$ cat src/rtl/ara_issue_broadcaster_if.sv
// Issue bus between the sequencer, the PEs and ara_issue_broadcaster.
// slave: broadcaster side; master: sequencer/PE side driving requests.
interface ara_issue_broadcaster_if #(
   parameter int unsigned NrLanes = 4,
   parameter int unsigned NrPEs   = NrLanes + 4,
   parameter int unsigned NrVInsn = 8,
   parameter int unsigned IdW     = $clog2(NrVInsn)
);
   logic                            issue_valid_i;
   logic                            issue_ready_o;
   logic [NrPEs-1:0]                issue_pe_mask_i;
   logic [IdW-1:0]                  issue_id_o;
   logic [NrPEs-1:0]                pe_valid_o;
   logic [NrPEs-1:0]                pe_ready_i;
   logic [IdW-1:0]                  pe_id_o;
   logic [NrPEs-1:0][NrVInsn-1:0]   pe_done_i;
   logic [NrVInsn-1:0]              vinsn_running_o;
   logic                            idle_o;

   modport slave (
      input  issue_valid_i,
      input  issue_pe_mask_i,
      input  pe_ready_i,
      input  pe_done_i,
      output issue_ready_o,
      output issue_id_o,
      output pe_valid_o,
      output pe_id_o,
      output vinsn_running_o,
      output idle_o
   );

   modport master (
      output issue_valid_i,
      output issue_pe_mask_i,
      output pe_ready_i,
      output pe_done_i,
      input  issue_ready_o,
      input  issue_id_o,
      input  pe_valid_o,
      input  pe_id_o,
      input  vinsn_running_o,
      input  idle_o
   );
endinterface

$ cat src/rtl/ara_issue_broadcaster.sv
// Accepts one vector instruction at a time, allocates the lowest free ID,
// broadcasts it to the masked PEs with per-PE valid/ready and tracks
// per-PE running bits cleared by completion pulses.
// Ports: clk_i, rst_ni (async, active-low), bus (issue/PE/done/status).
module ara_issue_broadcaster #(
   parameter int unsigned NrLanes = 4,
   parameter int unsigned NrPEs   = NrLanes + 4,
   parameter int unsigned NrVInsn = 8
) (
   input logic                    clk_i,
   input logic                    rst_ni,
   ara_issue_broadcaster_if.slave bus
);
   localparam int unsigned IdW = $clog2(NrVInsn);

   typedef enum logic {
      IDLE,
      BCAST
   } state_e;

   state_e                        state_q, state_d;
   logic [NrPEs-1:0]              pending_q, pending_d;
   logic [IdW-1:0]                id_q, id_d;
   logic [NrPEs-1:0][NrVInsn-1:0] running_q, running_d;

   logic [NrVInsn-1:0] vinsn_running;
   logic [IdW-1:0]     free_id;
   logic               full;
   logic               issue_ready;
   logic               accept;
   logic               alloc;
   logic [NrPEs-1:0]   pending_left;

   // Global view of which IDs are held by any PE.
   always_comb begin
      vinsn_running = '0;
      for (int p = 0; p < int'(NrPEs); p++) begin
         vinsn_running = vinsn_running | running_q[p];
      end
   end

   // Scanning downwards leaves the lowest free index in free_id.
   always_comb begin
      free_id = '0;
      for (int i = int'(NrVInsn) - 1; i >= 0; i--) begin
         if (!vinsn_running[i]) begin
            free_id = IdW'(i);
         end
      end
   end

   assign full         = &vinsn_running;
   assign issue_ready  = (state_q == IDLE) && !full;
   assign accept       = bus.issue_valid_i && issue_ready;
   assign alloc        = accept && (|bus.issue_pe_mask_i);
   assign pending_left = pending_q & ~bus.pe_ready_i;

   always_ff @(posedge clk_i or negedge rst_ni) begin
      if (!rst_ni) begin
         state_q   <= IDLE;
         pending_q <= '0;
         id_q      <= '0;
         running_q <= '0;
      end else begin
         state_q   <= state_d;
         pending_q <= pending_d;
         id_q      <= id_d;
         running_q <= running_d;
      end
   end

   always_comb begin
      state_d = state_q;
      unique case (state_q)
         IDLE: begin
            if (alloc) begin
               state_d = BCAST;
            end
         end
         BCAST: begin
            if (pending_left == '0) begin
               state_d = IDLE;
            end
         end
         default: state_d = IDLE;
      endcase
   end

   // Done clears first, so a same-cycle set on the same bit wins.
   always_comb begin
      pending_d = pending_q;
      id_d      = id_q;
      running_d = running_q & ~bus.pe_done_i;
      if (state_q == BCAST) begin
         pending_d = pending_left;
      end
      if (alloc) begin
         pending_d = bus.issue_pe_mask_i;
         id_d      = free_id;
         for (int p = 0; p < int'(NrPEs); p++) begin
            if (bus.issue_pe_mask_i[p]) begin
               running_d[p][free_id] = 1'b1;
            end
         end
      end
   end

   always_comb begin
      bus.issue_ready_o   = issue_ready;
      bus.issue_id_o      = free_id;
      bus.pe_valid_o      = (state_q == BCAST) ? pending_q : '0;
      bus.pe_id_o         = id_q;
      bus.vinsn_running_o = vinsn_running;
      bus.idle_o          = !(|vinsn_running) && (state_q == IDLE);
   end
endmodule

$ cat src/flat_wrapper.sv
// flat-port wrapper written by rule: the top's interface ports become plain ports
module ara_issue_broadcaster_flat 
#(
   parameter int unsigned NrLanes = 4,
   parameter int unsigned NrPEs   = NrLanes + 4,
   parameter int unsigned NrVInsn = 8
)
  (clk_i, rst_ni, bus_issue_valid_i, bus_issue_pe_mask_i, bus_pe_ready_i, bus_pe_done_i, bus_issue_ready_o, bus_issue_id_o, bus_pe_valid_o, bus_pe_id_o, bus_vinsn_running_o, bus_idle_o);
  ara_issue_broadcaster_if #(.NrLanes(NrLanes), .NrPEs(NrPEs), .NrVInsn(NrVInsn)) bus_i ();
  input logic clk_i;
  input logic rst_ni;
  input wire logic [$bits(bus_i.issue_valid_i)-1:0] bus_issue_valid_i;
  input wire logic [$bits(bus_i.issue_pe_mask_i)-1:0] bus_issue_pe_mask_i;
  input wire logic [$bits(bus_i.pe_ready_i)-1:0] bus_pe_ready_i;
  input wire logic [$bits(bus_i.pe_done_i)-1:0] bus_pe_done_i;
  output wire logic [$bits(bus_i.issue_ready_o)-1:0] bus_issue_ready_o;
  output wire logic [$bits(bus_i.issue_id_o)-1:0] bus_issue_id_o;
  output wire logic [$bits(bus_i.pe_valid_o)-1:0] bus_pe_valid_o;
  output wire logic [$bits(bus_i.pe_id_o)-1:0] bus_pe_id_o;
  output wire logic [$bits(bus_i.vinsn_running_o)-1:0] bus_vinsn_running_o;
  output wire logic [$bits(bus_i.idle_o)-1:0] bus_idle_o;
  assign bus_i.issue_valid_i = bus_issue_valid_i;
  assign bus_i.issue_pe_mask_i = bus_issue_pe_mask_i;
  assign bus_i.pe_ready_i = bus_pe_ready_i;
  assign bus_i.pe_done_i = bus_pe_done_i;
  assign bus_issue_ready_o = bus_i.issue_ready_o;
  assign bus_issue_id_o = bus_i.issue_id_o;
  assign bus_pe_valid_o = bus_i.pe_valid_o;
  assign bus_pe_id_o = bus_i.pe_id_o;
  assign bus_vinsn_running_o = bus_i.vinsn_running_o;
  assign bus_idle_o = bus_i.idle_o;
  ara_issue_broadcaster #(.NrLanes(NrLanes), .NrPEs(NrPEs), .NrVInsn(NrVInsn)) u_core (.clk_i(clk_i), .rst_ni(rst_ni), .bus(bus_i));
endmodule
$ cat config.mk
export PLATFORM = sky130hd
export DESIGN_NAME = ara_issue_broadcaster_flat
export DESIGN_NICKNAME = d
export VERILOG_FILES = /design/src/rtl/ara_issue_broadcaster_if.sv /design/src/rtl/ara_issue_broadcaster.sv /design/src/flat_wrapper.sv
export SDC_FILE = /design/constraint.sdc
export NUM_CORES = 1
export LEC_CHECK = 0
export ABC_CLOCK_PERIOD_IN_PS = 6900
export CAP_MARGIN = 30
export CELL_PAD_IN_SITES_DETAIL_PLACEMENT = 1
export CELL_PAD_IN_SITES_GLOBAL_PLACEMENT = 1
export CORE_ASPECT_RATIO = 1.2
export CORE_MARGIN = 2
export CORE_UTILIZATION = 38
export DETAILED_ROUTE_END_ITERATION = 16
export GPL_TIMING_DRIVEN = 0
export PLACE_DENSITY_LB_ADDON = 0.08
export SLEW_MARGIN = 15
export SYNTH_ARGS = -nofsm -noshare
export SYNTH_HDL_FRONTEND = slang
export SYNTH_SLANG_ARGS = --single-unit
export TNS_END_PERCENT = 5
$ cat constraint.sdc
create_clock -name clk_i -period 6.9 [get_ports clk_i]
set_input_delay 1.38 -clock clk_i [delete_from_list [all_inputs] [get_ports clk_i]]
set_output_delay 1.38 -clock clk_i [all_outputs]
set_load 0.02 [all_outputs]
# After elaboration in Yosys (flattened, before gate mapping)
# Cells that the tools add are included.
[op_classes]
n_addsub = 0
multipliers = 0
div_mod_pow = 0
magnitude_cmp = 2
eq_ne = 0
shift = 0
n_mux = 25
n_bitwise = 20
n_reduce_logical = 12
[ops]
columns = ["op", "count"]
rows = [
  ["$or 8x8->8", 15],
  ["$mux 8", 11],
  ["$and 64x64->64", 1],
  ["$mux 64", 1],
  ["$not 64->64", 1],
  ["$mux 3", 8],
  ["$reduce_or 8->1", 2],
  ["$and 8x8->8", 1],
  ["$logic_not 8->1", 1],
  ["$not 8->8", 1],
  ["$reduce_and 8->1", 1],
  ["$logic_and 1x1->1", 5],
  ["$lt 3x4->1 const B", 1],
  ["$demux 1 s3", 1],
  ["$ge 3x1->1 const B", 1],
  ["$mux 1", 3],
  ["$logic_not 1->1", 2],
  ["$pmux 1 s2", 1],
  ["$reduce_bool 2->1", 1],
  ["$not 1->1", 1],
]
[word_totals]
ff_bits = 76
latchBits = 0
ramBits = 0
mem_bits_ro = 0
inputBits = 83
out_inout_bits = 24
word_cells = 70
n_memories = 0

# Logic depth before layout (Yosys ltp)
# Gate-level depths: netlist of run 1.
[logic_depth]
word_depth = 22
ltp_mapped = 8

# Worst setup path after synthesis of run 1
# Ideal clock, no wire load.
[synth_timing]
path_type = "register -> output"
from = "register u_core.running_q[1] (netlist name)"
to = "output bus_idle_o"
t_arrival_ns = 2.460
required_time_ns = 5.520
path_slack_ns = 3.060
stages_incl_launch_ff = 7
path_buffers = 1
cell_sequence = "dfrtp_1 -> nor4_1 -> and2_1 -> clkbuf_1 -> clkinv_1 -> or4_1 -> nor4_1"
[synth_between]
elab_chain_cells = 10
[synth_lines]
columns = ["element", "line", "source"]
rows = [
  ["from (decl)", "ara_issue_broadcaster.sv:24", "logic [NrPEs-1:0][NrVInsn-1:0] running_q, running_d;"],
  ["from (signal assigned)", "ara_issue_broadcaster.sv:68", "running_q <= running_d;"],
  ["$or 8x8->8 (7 in a row)", "ara_issue_broadcaster.sv:38", "vinsn_running = vinsn_running | running_q[p];"],
  ["named net bus_vinsn_running_o[1]", "flat_wrapper.sv:20", "output wire logic [$bits(bus_i.vinsn_running_o)-1:0] bus_vinsn_running_o;"],
  ["$reduce_or 8->1", "ara_issue_broadcaster.sv:114", "bus.idle_o = !(|vinsn_running) && (state_q == IDLE);"],
  ["$logic_not 1->1", "ara_issue_broadcaster.sv:114", ""],
  ["$logic_and 1x1->1", "ara_issue_broadcaster.sv:114", ""],
  ["to (decl)", "flat_wrapper.sv:21", "output wire logic [$bits(bus_i.idle_o)-1:0] bus_idle_o;"],
]
# The timed path passes the listed nets, and every way through them passes these cells.

# Worst setup path after layout of run 1
[layout_timing]
from = "register u_core.running_q[46] (netlist name)"
to = "output bus_issue_id_o[1]"
[layout_between]
elab_chain_cells = 10
[layout_lines]
columns = ["element", "line", "source"]
rows = [
  ["$or 8x8->8 (3 in a row)", "ara_issue_broadcaster.sv:38", ""],
  ["$mux 3 (7 in a row)", "ara_issue_broadcaster.sv:46", "if (!vinsn_running[i]) begin"],
  ["to (decl)", "flat_wrapper.sv:17", "output wire logic [$bits(bus_i.issue_id_o)-1:0] bus_issue_id_o;"],
]
# No other way between the ends.

==> results.toml, run 1 <==
[floorplan]
fp.dieArea_mm2 = 0.00994
num_rows = 38
ios = 107
die_w_um = 91.3
coreArea_mm2 = 0.00899
die_h_um = 109
start_util = 0.387

[synth]
synth_nets = 443
ys_warn_count = 0
synth_cell_types = 35
avgSynthCellArea_um2 = 9.66
yosysSeqAreaShare = 0.547
ys_ff_latch = 76
syn_area_mm2 = 0.00348
syn_inst = 360

[timing]
tightest_slew_ps = 757
fin_skew_ps = 12.5
slew_headroom = 0.495
setup_viol = 0
min_period_ps = 4670
max_freq_mhz = 214
slew_viol_final = 0
tns_ps = 0
period_share = 0.677
hold_viol_final = 0
rsz0062_at_grt = "no"
hold_ws_ps = 506

[pwr]
p_per_area_mw_per_mm2 = 398
p_leak_uw = 0.00220
max-vdd-ir-drop_mv = 0.311

[clock_network]
cts_max_level = 3
cts_setup_buffers = 0
hold_buffers = 0
root_buffer = "clkbuf_8"
cts.path.max_buffers = 2
clk_latency_ps = 360
path_clk_slew_ps = 90
cts_made_buffers = 9
cts_resized = 0
clock-sinks = 76
cts_tree = "built"

[setup_path]
crit_path_top_delay_cell = "a221oi_2"
cp-start-kind = "flip-flop"
crit_chain = "or4_1 > or2_1 > clkbuf_1 > a221oi_2 > o311a_1 > clkdlybuf4s50_1"
worst_ep_arrival_time_ps = 3290
cp_top_family = "compound AO/OA/AOI/OAI gates"
worstSetupPathType = "flip-flop to primary output"
worstSetupEndpointType = "primary output"
worst-endpoint-required_ps = 5520
path_buf_inv = 2
cpPeakStageDelay_ps = 650
cp_max_fo = 9

[global_route]
grt_max_degree = 49
grtUsageTotal = 0.231
first_global_vias = 3367
grt_overflow = 0
antenna_found_initial = 0
grt_first_pass_wirelength_mm = 17.5

[routing]
first_pass_iters = 4
wirelength_mm = 10.9
ant_nets = 0
drc = 0
drt-wirelength-per-cell_um = 18.3
num_vias = 3052
vias_per_cell = 5.13
drtIter0Drc = 85

[placed_design]
hpwl_mm = 7.98
numPlacedInstances = 579
portBuffers = 98
routabilityCongestion = 0.771

[finish]
fin_util = 0.541
area_delta_synth_final_pct = 39.9
drive_gt1_frac = 0.0484
antenna_cells = 0
layout_commonest_cell = "clkdlybuf4s50_1"
layout.cells.non_filler = 595
most-common-layout-cells = "clkdlybuf4s50_1, dfrtp_1, inv_1"
final_nets = 553

[run]
drv_cap = 0

[min_path]
holdCritPathClass = "flip-flop to flip-flop"

[status]
status = "complete, no violations"
-- worst paths after layout --
kind	start	slack [ps]	to	depth (start not counted)
max	u_core.running_q[46]$_DFF_PN0_	2230	bus_issue_id_o[1]	6
min	u_core.running_q[19]$_DFF_PN0_	510	u_core.running_q[19]$_DFF_PN0_	1
max reg2reg	u_core.running_q[35]$_DFF_PN0_	4320	u_core.running_q[3]$_DFF_PN0_	6
min reg2reg	u_core.running_q[19]$_DFF_PN0_	510	u_core.running_q[19]$_DFF_PN0_	1
max in group asynchronous	rst_ni	5380	u_core.pending_q[4]$_DFFE_PN0P_	2
min in group asynchronous	rst_ni	940	u_core.running_q[36]$_DFF_PN0_	1
-- final cells by class --
cell class	count	area [µm²]
inverter	78	293
tap	120	150
clock inverter	6	93.8
buffer	19	71.3
multi-input combinational	187	1210
timing repair buffer	99	1010
sequential	76	1900
clock buffer	10	138
fill	1003	4120
-- cells by family (layout without fill, tap and decap cells) --
family	count (synthesis)	count (layout)	synth area share
buffers and inverters	97	212	0.105
muxes	10	10	0.0324
and+or+nand+nor	87	87	0.134
AOI/OAI and AO/OA	90	90	0.182
DFF	76	76	0.547
-- sequential cells by signal, indices dropped and copies added, names as in the netlist --
name and cells:
u_core.running_q 64, u_core.pending_q 8, u_core.state_q 1, u_core.bus.pe_id_o 3
-- through the flow --
stage	cell area, µm²	setup slack, ps	power [µW]
3_5_place_dp	4630	2640	1550
6_report	4870	2230	1930
4_1_cts	4870	2220	1950
2_1_floorplan	3480	3060	1150
5_1_grt	4870	2070	2070
3_3_place_gp	4610	1720	1530
-- per-layer routing --
metal  GRT usage  up-vias  part of all wire
met4      0.0768        0             0.012
met1       0.303     1511              0.43
met3      0.0352        9             0.048
met2       0.396       81              0.51
met5           0        -                 0
li1            -     1451                 -
-- cells in the mapped netlist --
cell | instances | area (µm²)
dfrtp_1 | 76 | 1900
inv_1 | 75 | 282
nand2_1 | 30 | 113
o22ai_1 | 28 | 175
a22o_1 | 24 | 210
clkbuf_1 | 18 | 67.6
nor4_1 | 16 | 100
o21ai_0 | 16 | 80.1
a21oi_1 | 12 | 60.1
and2_1 | 12 | 75.1
mux2_1 | 10 | 113
nand4_1 | 10 | 62.6
nor2_1 | 5 | 18.8
or4_1 | 4 | 30.0
clkinv_1 | 2 | 7.51
nand3_1 | 2 | 10.0
o21ai_1 | 2 | 10.0
a2111oi_4 | 1 | 27.5
a221oi_2 | 1 | 15.0
a311o_1 | 1 | 10.0
a311oi_1 | 1 | 8.76
and2_0 | 1 | 6.26
and3_1 | 1 | 6.26
and4_1 | 1 | 8.76
buf_1 | 1 | 3.75
inv_2 | 1 | 3.75
nand2b_1 | 1 | 6.26
nor2_2 | 1 | 6.26
o211a_1 | 1 | 10.0
o211ai_1 | 1 | 7.51
o311a_1 | 1 | 10.0
o41ai_1 | 1 | 8.76
or2_1 | 1 | 6.26
or3_1 | 1 | 6.26
or4_4 | 1 | 11.3
-- power breakdown --
part	switching (µW)	internal [µW]
combinational	558	399
sequential	46.6	534
clock	179	217
(Power assumes the default switching activity.)
==> inputs of run 2 (changes only) <==
--- a/config.mk
+++ b/config.mk
@@ -5,13 +5,13 @@
 export SDC_FILE = /design/constraint.sdc
 export NUM_CORES = 1
 export LEC_CHECK = 0
-export ABC_CLOCK_PERIOD_IN_PS = 6900
+export ABC_CLOCK_PERIOD_IN_PS = 4800
 export CAP_MARGIN = 30
 export CELL_PAD_IN_SITES_DETAIL_PLACEMENT = 1
 export CELL_PAD_IN_SITES_GLOBAL_PLACEMENT = 1
 export CORE_ASPECT_RATIO = 1.2
 export CORE_MARGIN = 2
-export CORE_UTILIZATION = 38
+export CORE_UTILIZATION = 35
 export DETAILED_ROUTE_END_ITERATION = 16
 export GPL_TIMING_DRIVEN = 0
 export PLACE_DENSITY_LB_ADDON = 0.08
==> constraint.sdc (replaced) <==
create_clock -name clk_i -period 4.8 [get_ports clk_i]
set_input_delay 0.96 -clock clk_i [delete_from_list [all_inputs] [get_ports clk_i]]
set_output_delay 0.96 -clock clk_i [all_outputs]
set_load 0.02 [all_outputs]
==> run 2 against run 1 <==
Sequential power grew 44%; critical path depth stayed put; design area increased by 1.9%; register-to-register slack lost 2200 ps; flip-flop and latch count unchanged; worst hold slack about the same; global-route usage shrank 2.3 points.
==> results.toml, run 2 (synthesized netlist as in run 1, its figures left out) <==
[floorplan]
ios = 107
coreArea_mm2 = 0.00961
num_rows = 39
die_h_um = 113
start_util = 0.362
fp.dieArea_mm2 = 0.0108
die_w_um = 95.0

[finish]
layout.cells.non_filler = 597
largest-register = "u_core.running_q"
multi_input_comb_area_mm2 = 0.00121
drive_gt1_frac = 0.0464
final_nets = 553
largest_register_ffs = 64
antenna_cells = 0
layout_commonest_cell = "clkdlybuf4s50_1"
most-common-layout-cells = "clkdlybuf4s50_1, dfrtp_1, inv_1"
n_fill_cell = 1103
seqCellArea_mm2 = 0.00190
area_delta_synth_final_pct = 42.5

[clock_network]
cts.path.max_buffers = 2
clk_latency_ps = 330
hold_buffers = 0
cts_made_buffers = 9
cts_resized = 0
path_clk_slew_ps = 60
cts_tree = "built"
cts_max_level = 3
root_buffer = "clkbuf_16"
clock-sinks = 76
cts_setup_buffers = 0

[global_route]
top_usage_layer = "met2"
grt_overflow = 0
grt_use_met2 = 0.340
grt_first_pass_wirelength_mm = 16.9
met1_usage = 0.287
grt_use_met3 = 0.0340
antenna_found_initial = 0
grtUsageTotal = 0.209
first_global_vias = 3208
grt_max_degree = 42

[setup_path]
worst-r2r-setup-slack_ps = 2120
crit_chain = "or4_1 > or2_1 > clkbuf_1 > a221oi_2 > o311a_1 > clkdlybuf4s50_1"
crit_path_top_delay_cell = "a221oi_2"
worst-endpoint-required_ps = 3840
worst_ep_arrival_time_ps = 3320
worstSetupEndpointType = "primary output"
ff2ff_path_depth = 6
cpPeakStageDelay_ps = 700
cp_max_fo = 9
worstSetupPathType = "flip-flop to primary output"
cp-start-kind = "flip-flop"
rr_startpoint = "u_core.running_q[46]$_DFF_PN0_"
r2r-end = "u_core.running_q[14]$_DFF_PN0_"

[routing]
first_pass_iters = 4
drc = 0
num_vias = 3050
drtIter0Drc = 115
drt-wirelength-per-cell_um = 18.1
ant_nets = 0
vias_per_cell = 5.11
wirelength_mm = 10.8

[placed_design]
routabilityCongestion = 0.771
pre_cts_slack_ps = 921
hpwl_mm = 7.82
numPlacedInstances = 582
portBuffers = 98

[pwr]
p_leak_uw = 0.00224
max-vdd-ir-drop_mv = 0.385
power_uw = 2950
p_per_area_mw_per_mm2 = 595

[status]
status = "complete, no violations"

[min_path]
hold_depth = 1
holdCritPathClass = "flip-flop to flip-flop"
min_to = "u_core.running_q[60]$_DFF_PN0_"
hp-start = "u_core.running_q[60]$_DFF_PN0_"

[timing]
tns_ps = 0
period_share = 0.892
fin_skew_ps = 8.04
tightest_slew_ps = 800
setup_viol = 0
max_freq_mhz = 234
slew_viol_final = 0
worst_slack_ps = 518
rsz0062_at_grt = "no"
slew_headroom = 0.467
min_period_ps = 4280
hold_viol_final = 0

[run]
drv_cap = 0
## run 2: cell count changes in the layout (fill, tap and decap cells not counted), sizes merged
cell,change
inv,-3
clkinv,+1
clkbuf,+1
## run 2: cell type report
type / count / share of cell area
Tap cell: 123 / 0.0311
Inverter: 78 / 0.0591
Timing Repair Buffer: 99 / 0.201
Clock buffer: 11 / 0.0510
Clock inverter: 4 / 0.0146
Multi-Input combinational cell: 187 / 0.245
Sequential cell: 76 / 0.384
Buffer: 19 / 0.0144
## run 2: worst max path at each step
| stage | startpoint | to | slack [ps] | cells past startpoint |
|---|---|---|---|---|
| after global placement | rst_ni | u_core.running_q[56]$_DFF_PN0_ | -30 | 1 |
| after detailed placement | u_core.running_q[46]$_DFF_PN0_ | bus_issue_id_o[1] | 920 | 6 |
| after global routing | u_core.running_q[46]$_DFF_PN0_ | bus_issue_id_o[1] | 350 | 6 |
| after floorplan | u_core.running_q[1]$_DFF_PN0_ | bus_idle_o | 1380 | 6 |
| final | u_core.running_q[46]$_DFF_PN0_ | bus_issue_id_o[1] | 520 | 6 |
| after CTS | u_core.running_q[46]$_DFF_PN0_ | bus_issue_id_o[1] | 510 | 6 |
## run 2: metrics by stage
step,utilization,area (µm²),hold WS (ps)
6_report,0.516,4960,506
5_1_grt,0.516,4960,524
4_1_cts,0.516,4960,505
3_5_place_dp,0.482,4630,487
3_3_place_gp,0.480,4610,480
2_1_floorplan,-,3480,464
## run 2: power breakdown
| part | total [µW] | internal [µW] | switching [µW] |
|---|---|---|---|
| Clock | 738 | 480 | 258 |
| Sequential | 838 | 770 | 68.7 |
| Combinational | 1370 | 573 | 800 |
## run 2: metal layers
| layer | part of all wire | routed length, µm | vias to the layer above |
|---|---|---|---|
| met5 | 0 | 0 | - |
| met4 | 0.011 | 114 | 0 |
| met3 | 0.040 | 432 | 10 |
| met2 | 0.48 | 5150 | 74 |
| met1 | 0.47 | 5090 | 1513 |
| li1 | - | - | 1453 |
## run 2: worst max-delay path: cells and delay by family (launching register included)
| family | cells | cell delay (ps) |
|---|---|---|
| compound gates | 2 | 990 |
| simple gates | 2 | 830 |
| buf+inv | 2 | 800 |
| flops | 1 | 380 |
==> RTL edit (config.mk and constraints of run 1) <==
`pending_q` no longer has a reset.
--- a/src/rtl/ara_issue_broadcaster.sv
+++ b/src/rtl/ara_issue_broadcaster.sv
@@ -59,13 +59,15 @@
       if (!rst_ni) begin
          state_q   <= IDLE;
-         pending_q <= '0;
          id_q      <= '0;
          running_q <= '0;
       end else begin
          state_q   <= state_d;
-         pending_q <= pending_d;
          id_q      <= id_d;
          running_q <= running_d;
       end
+   end
+
+   always_ff @(posedge clk_i) begin
+      pending_q <= pending_d;
    end
 
Function: no difference found for any inputs over 10 cycles, from zero or initial values and one cycle with rst_ni low; that may be too few to reach the edited logic, so the function may still have changed.
==> RTL edit against run 1 <==
Power shrank 4.2%; sequential cell count unchanged; setup slack improved by 0.15 ns; final cell count down 4.4%; hold slack improved by 0.0071 ns; clock power shrank 4%; area after synthesis up 0.54%; largest power group unchanged; via count is 5.1% lower; global-route usage fell by 1.7 points; wire length is 5.9% lower; die area grew 0.52%; cell area grew 0.23%; utilization up 0.13 points.
==> RTL edit: results (changes against run 1) <==
Layout
  – FILL cells: 992 (-1.1%)
  – Seq. cell area: 0.00194 mm² (+2.1%)
  – Share of cells above drive strength 1: 9.35% (+4.5 points)
  – Fin nets: 527 (-4.7%)

Place
  – Area post-placement: 0.00466 mm² (+0.46%)
  – Post-DP HPWL: 7600 µm (-4.7%)
  – Weighted congestion reported at the end of routability-driven placement: 0.795 (+3.1%)
  – Total of buffers placed on input and output ports: 99 (+1.0%)

Power and ir drop
  – Leakage power figure: 2.17 nW (-1.4%)
  – Peak supply drop: 0.000243 V (-22%)
  – Int Power: 1.13 mW (-1.7%)

Setup path
  – WP data arrival: 3.14 ns (-0.15 ns)
  – Top fanout value on the critical path: 5 (-4)

Routing
  – Detailed-route wire length: 10300 µm (-5.9%)
  – Vias after detailed routing: 2896 (-5.1%)
  – Vias per cell: 5.09 (-0.78%)
  – Number of iterations in the first detailed-routing pass: 4 (unchanged)
  – Number of DRC violations after detailed-routing iteration 0: 104 (+22%)

GRT
  – First-pass GRT wire length: 16100 µm (-7.9%)
  – Vias in the first global route: 3078 (-8.6%)

Logic synthesis
  – Post-synth cell types: 41 (+17%)
  – Fraction of the yosys area taken by sequential cells: 55.5% (+0.85 points)
  – EDFF count, synth: 8 (+8)
  – Average size of a mapped cell: 10.5 µm² (+8.7%)
  – Async set or reset register ratio after synthesis: 89.5% (-11 points)

Timing
  – Fin Clk Skew: 0.0165 ns (+0.00399 ns)

Clocking
  – Number of buffers created by CTS: 9 (unchanged)

Status
  – Outcome: completed
## RTL edit: logic make-up after synthesis
family                 Yosys count  share of synthesized area (%)
AND/OR/NAND/NOR                 81                           13.5
flip-flops                      76                           55.5
multiplexers                    10                           3.18
AO/OA/AOI/OAI                   77                           18.0
buffers and inverters           89                           9.80
## RTL edit: worst paths after layout
path,from,to,slack (ns),cells after the start
worst max register to register,u_core.running_q[36],u_core.pending_q[7],4.11,7
worst min-delay path,u_core.running_q[28],u_core.running_q[28],0.51,1
min in group asynchronous,rst_ni,u_core.running_q[7],0.93,1
worst max-delay path,u_core.running_q[7],bus_idle_o,2.38,6
worst min register to register,u_core.running_q[28],u_core.running_q[28],0.51,1
max in group asynchronous,rst_ni,u_core.running_q[58],5.41,2
## RTL edit: final cells by class
cell class	count	area share [%]
Tap cell	120	3.08
Clock buffer	9	2.54
Clock inverter	7	2.00
Inverter	76	5.85
Multi-Input combinational cell	168	24.9
Buffer	13	1.18
Sequential cell	76	39.8
Timing Repair Buffer	100	20.7
## RTL edit: power by group through the flow
stage / registers (mW) / logic [mW] / clock network (mW)
2_1_floorplan: 0.604 / 0.491 / 0
3_3_place_gp: 0.606 / 0.856 / 0
3_5_place_dp: 0.610 / 0.876 / 0
4_1_cts: 0.601 / 0.880 / 0.390
5_1_grt: 0.612 / 0.942 / 0.410
6_report: 0.601 / 0.872 / 0.382
## RTL edit: critical path, cell delays in order (launching register included)
cell and delay, ns:
sky130_fd_sc_hd__dfrtp_1 0.39, sky130_fd_sc_hd__or4_1 0.58, sky130_fd_sc_hd__or2_1 0.23, sky130_fd_sc_hd__buf_2 0.16, sky130_fd_sc_hd__or4_1 0.49, sky130_fd_sc_hd__nor4_1 0.26, sky130_fd_sc_hd__clkdlybuf4s50_1 0.68
## RTL edit: layer usage
metal  track usage (%)  vias to the layer above  wire (µm)  part of all wire, %
met1              27.0                     1445       4570                   45
met5                 0                        -          0                    0
li1                  -                     1370          -                    -
met4              7.14                        0        133                  1.3
met2              37.0                       73       5130                   50
met3              4.15                        8        427                  4.2
## RTL edit: metrics by stage
stage	total power [mW]	hold slack [ns]	setup slack, ns
2_1_floorplan	1.09	0.464	3.08
3_3_place_gp	1.46	0.481	2.16
3_5_place_dp	1.49	0.490	2.76
4_1_cts	1.87	0.511	2.35
5_1_grt	1.96	0.527	2.17
6_report	1.85	0.513	2.38
